## config.mk

```make
export PLATFORM = sky130hd
export DESIGN_NAME = reg8_collect
export DESIGN_NICKNAME = d
export VERILOG_FILES = /design/src/rtl/reg8_collect.sv
export SDC_FILE = /design/constraint.sdc
export NUM_CORES = 1
export LEC_CHECK = 0
export CORE_UTILIZATION = 33
export DETAILED_ROUTE_END_ITERATION = 12
export GPL_ROUTABILITY_DRIVEN = 0
export PLACE_DENSITY_LB_ADDON = 0.05
export SETUP_SLACK_MARGIN = 0.5
export SLEW_MARGIN = 20
export SYNTH_ARGS = -nofsm -noshare
export SYNTH_HDL_FRONTEND = slang
export SYNTH_SLANG_ARGS = --single-unit
```

## constraint.sdc

```tcl
create_clock -name clk -period 6.4 [get_ports clk]
set_input_delay 1.28 -clock clk [delete_from_list [all_inputs] [get_ports clk]]
set_output_delay 1.28 -clock clk [all_outputs]
set_load 0.01 [all_outputs]
```

## src/rtl/reg8_collect.sv

```systemverilog
// Serial-to-parallel collector: packs DEPTH words of N bits into one group, word 0 in the LSBs.
// The fill buffer and the registered output slot form a two-stage buffer with valid/ready on both sides.
module reg8_collect #(
    parameter int unsigned N     = 8,
    parameter int unsigned DEPTH = 8
) (
    input  logic               clk,
    input  logic               rst_n,
    input  logic [N-1:0]       in_data,
    input  logic               in_valid,
    output logic               in_ready,
    input  logic               flush,
    output logic [N*DEPTH-1:0] out_data,
    output logic               out_valid,
    input  logic               out_ready,
    output logic [3:0]         fill_cnt
);

    localparam logic [3:0] CntMax  = 4'(DEPTH);
    localparam logic [3:0] CntLast = 4'(DEPTH - 1);

    typedef enum logic {
        StFill,
        StFull
    } state_t;

    state_t               r_state;
    logic [3:0]           r_cnt;
    logic [N*DEPTH-1:0]   r_buf;
    logic [N*DEPTH-1:0]   r_out_data;
    logic                 r_out_valid;

    logic                 w_in_ready;
    logic                 w_accept;
    logic                 w_last;
    logic                 w_slot_free;
    logic [N*DEPTH-1:0]   w_buf_next;

    assign w_in_ready  = (r_state == StFill) && !flush;
    assign w_accept    = in_valid && w_in_ready;
    assign w_last      = (r_cnt == CntLast);
    assign w_slot_free = !r_out_valid || out_ready;

    // Fill buffer with the incoming word merged at its slot; lets the last word
    // go straight to the output slot on the same edge it is accepted.
    always_comb begin
        w_buf_next = r_buf;
        for (int k = 0; k < DEPTH; k++) begin
            if (r_cnt == 4'(k)) begin
                w_buf_next[N*k +: N] = in_data;
            end
        end
    end

    always_ff @(posedge clk or negedge rst_n) begin
        if (!rst_n) begin
            r_state     <= StFill;
            r_cnt       <= 4'd0;
            r_buf       <= '0;
            r_out_data  <= '0;
            r_out_valid <= 1'b0;
        end else begin
            // Drain by default; a group loading on this edge overrides below.
            if (r_out_valid && out_ready) begin
                r_out_valid <= 1'b0;
            end
            case (r_state)
                StFill: begin
                    if (flush) begin
                        r_cnt <= 4'd0;
                    end else if (w_accept) begin
                        r_buf <= w_buf_next;
                        if (w_last) begin
                            if (w_slot_free) begin
                                r_out_data  <= w_buf_next;
                                r_out_valid <= 1'b1;
                                r_cnt       <= 4'd0;
                            end else begin
                                r_state <= StFull;
                                r_cnt   <= CntMax;
                            end
                        end else begin
                            r_cnt <= r_cnt + 4'd1;
                        end
                    end
                end
                StFull: begin
                    if (flush) begin
                        r_state <= StFill;
                        r_cnt   <= 4'd0;
                    end else if (out_ready) begin
                        r_out_data  <= r_buf;
                        r_out_valid <= 1'b1;
                        r_cnt       <= 4'd0;
                        r_state     <= StFill;
                    end
                end
                default: begin
                    r_state <= StFill;
                end
            endcase
        end
    end

    assign in_ready  = w_in_ready;
    assign out_data  = r_out_data;
    assign out_valid = r_out_valid;
    assign fill_cnt  = r_cnt;

endmodule

```

==> results by group <==
Outcome
  • Outcome: finished clean

Floorplanning
  • Full die area: 18,800 sq um
  • # IOs: 83
  • Core Area: 17,900 sq um
  • Die Span X: approximately 140 microns
  • Die height: 137 microns
  • Std cell rows: 49
  • Initial core utilization: 33.7%

Clock tree
  • Total CTS buffers: 17
  • Postcts setup bufs: 0
  • Root Driver: clkbuf_16
  • CTS tree: built
  • Hold buffers post-CTS: 0
  • CTS resizes: 0
  • Max Root-Sink Buffers: 2
  • Clock sinks: 134
  • Number of H-tree levels: 4
  • Clk_lat worst skew: 0.42 ns
  • Clk pin slew, worst setup/hold paths: 0.06 ns

Logic synthesis
  • Post-synthesis adder-cell area fraction: 0.830%
  • Synth top area cells: dfrtp_1 (56%), mux2_2 (32%), mux2_1 (3.9%)
  • Count leader, synth: mux2_2
  • Sequential area share after synthesis: 55.6%
  • Syn Inst Count: a little over 400
  • Syn_nets: 430
  • Synth Cell Area: between 6000 and 7000 sq um
  • Area leader, netlist: dfrtp_1
  • Post-synth EDFFs: 0
  • FF+latch count, synth: 134
  • Top post-synthesis cells by count: mux2_2 (171), dfrtp_1 (134), mux2_1 (21)
  • Synth Area per Inst: ~15 sq um
  • Post-Synth Simple-Gate Area: ~4.0%
  • Xor/xnor cell area share of the yosys netlist: 0.145%
  • Share of the synthesized area in the top cell type: 55.6%
  • Synth Warn #: 0
  • Largest family of logic cells by synthesized area: multiplexers
  • Mux cell area share after synthesis: 35.9%
  • Unique masters post-synth: 32
  • Async S/R FF share, synth: 100%
  • Synth Area in Compound Gates: 1.27%
  • Primary FF master, synth: dfrtp_1

Global routing
  • GR Overflow Total: 0
  • GRT Util Overall: 15.5%
  • Initial antenna violation count: 0
  • First-pass GRT wire length: 21,400 microns
  • Largest net degree at the start of global routing: 82
  • Vias in the first global route: 3,805

Final layout
  • Layout area overhead: 27.1%
  • Ant. Diodes: 0
  • Fin nets: 508
  • # fillers: 1,673
  • Share of cells above drive strength 1: 41.5%
  • Final Instance Area: around 7700 sq um

Drt
  • DRC viols: 0
  • Met3 wire len: 438 microns
  • Antenna viol nets, final: 0
  • Post-Route WL: 13,000 microns
  • Via/cell ratio: 4.76
  • DRT met1 WL: 6140 microns
  • Iter 0 DRT Violations: 103
  • Detailed-route wire length per cell: between 15 and 20 microns
  • Vias: roughly 3,500
  • Met2 wire len: 6200 microns
  • Highest metal used: met4
  • First drt pass iteration count: 4

STA
  • Sum of negative setup slack: 0 ns
  • Minimum clock period: 3.99 ns
  • Final setup viols: 0
  • Hold Vio Cnt, Final: 0
  • Skew final: between 0.007 and 0.008 ns
  • Rel. slew slack: about half
  • Max Clock Freq: 0.251 GHz
  • Final worst-path cycle share: around 62%
  • Worst-margin pin slew: 0.765 ns
  • Unrepaired setup endpoints after global routing: false
  • Final Max Tran Viols: 0

Worst setup path
  • Type of origin of the critical path: primary input
  • Crit. End Element: output port
  • Crit path max fanout: 7
  • WP data required: about 5.1 ns
  • Critical path arrival: 2.71 ns
  • CP Class: primary input to output port

Placement
  • Post-Place Cell Area: 7040 sq um
  • Post-detail-place hpwl: roughly 8300 microns
  • Port-buffer cells: 82

Flow run
  • Number of max-cap violations: 0

Power
  • Max IR drop VDD: 0.179 mV
  • Pwr Density: 289 nW/um^2
  • Static Leak: around 3.6 nW

Hold path
  • Hold Crit Class: register to register
[sequential cells by signal, indices dropped and copies added (netlist names), named ones only]
| name | count |
|---|---|
| fill_cnt | 4 |
| out_data | 64 |
| r_buf | 64 |
| r_state | 1 |
[final timing paths]
check	start	end	slack [ns]	cells after the start
min in group asynchronous	rst_n	out_data[57]	0.90	1
max	flush	in_ready	2.41	3
min reg2reg	out_data[60]	out_data[60]	0.49	1
max reg2reg	fill_cnt[1]	out_data[22]	3.75	7
max in group asynchronous	rst_n	out_data[56]	4.25	2
min	out_data[60]	out_data[60]	0.49	1
[critical path, cell delays in order]
cell and delay, ns:
clkdlybuf4s50_1 0.54, nor2_1 0.29, clkdlybuf4s50_1 0.60
[cell families (layout without fill, tap and decap cells)]
group / after synthesis / count (layout)
muxes: 192 / 192
DFF: 134 / 134
and+or+nand+nor: 42 / 42
buffers and inverters: 29 / 120
AOI/OAI and AO/OA: 11 / 11
adders and majority gates: 4 / 4
xor gates and xnor gates: 1 / 1
[per-stage QoR]
step	hold WS [ns]	power, W	utilization [%]	cells	worst slack [ns]
after floorplan	0.475	0.00113	-	413	3.59
after global placement	0.466	0.00121	39.3	701	2.45
after detailed placement	0.476	0.00121	39.3	701	2.43
after CTS	0.489	0.00225	42.8	733	2.42
after global routing	0.507	0.00231	42.8	733	2.35
final	0.485	0.00222	42.8	733	2.41
[power by group]
group	switching, W	total [W]	internal, W
clock network	0.000367	0.00102	0.000658
logic	0.0000945	0.000230	0.000135
registers	0.0000371	0.000962	0.000925
total	0.000499	0.00222	0.00172
[metal layers]
metal	vias up	GRT usage, %
met5	-	0
met4	0	6.35
met3	15	3.26
met2	70	25.2
met1	1759	19.9
li1	1643	-
[cells in the final DEF (no fill, tap or decap)]
cell type	instances
nand2_1	5
buf_4	4
clkinv_2	5
nor3b_1	1
clkbuf_8	1
a31oi_1	1
nor4bb_1	1
nand4_1	2
nor3_1	1
nor2b_1	7
bufinv_16	4
a2bb2oi_1	1
nand3b_1	1
a21boi_0	1
xor2_1	1
inv_1	2
buf_6	1
mux2_2	171
nor2_1	6
a21o_1	1
dfrtp_1	134
ha_1	4
a32o_1	1
nand3_1	5
mux2_1	21
o2111ai_1	1
clkinvlp_4	5
clkbuf_16	17
and2_1	5
and3_1	4
nor3_4	1
a21oi_1	2
nand2b_1	3
clkdlybuf4s50_1	81
a211oi_1	1
o21ai_0	2
[cell type report]
class,instances,area (sq um),share of cell area [%]
inverters,2,7.51,0.0980
multi-input cells,250,2540,33.2
flip-flops and latches,134,3350,43.8
clock inverters,14,183,2.38
repair buffers,86,852,11.1
clock buffers,18,439,5.73
well taps,229,287,3.74
(Power assumes the default switching activity.)
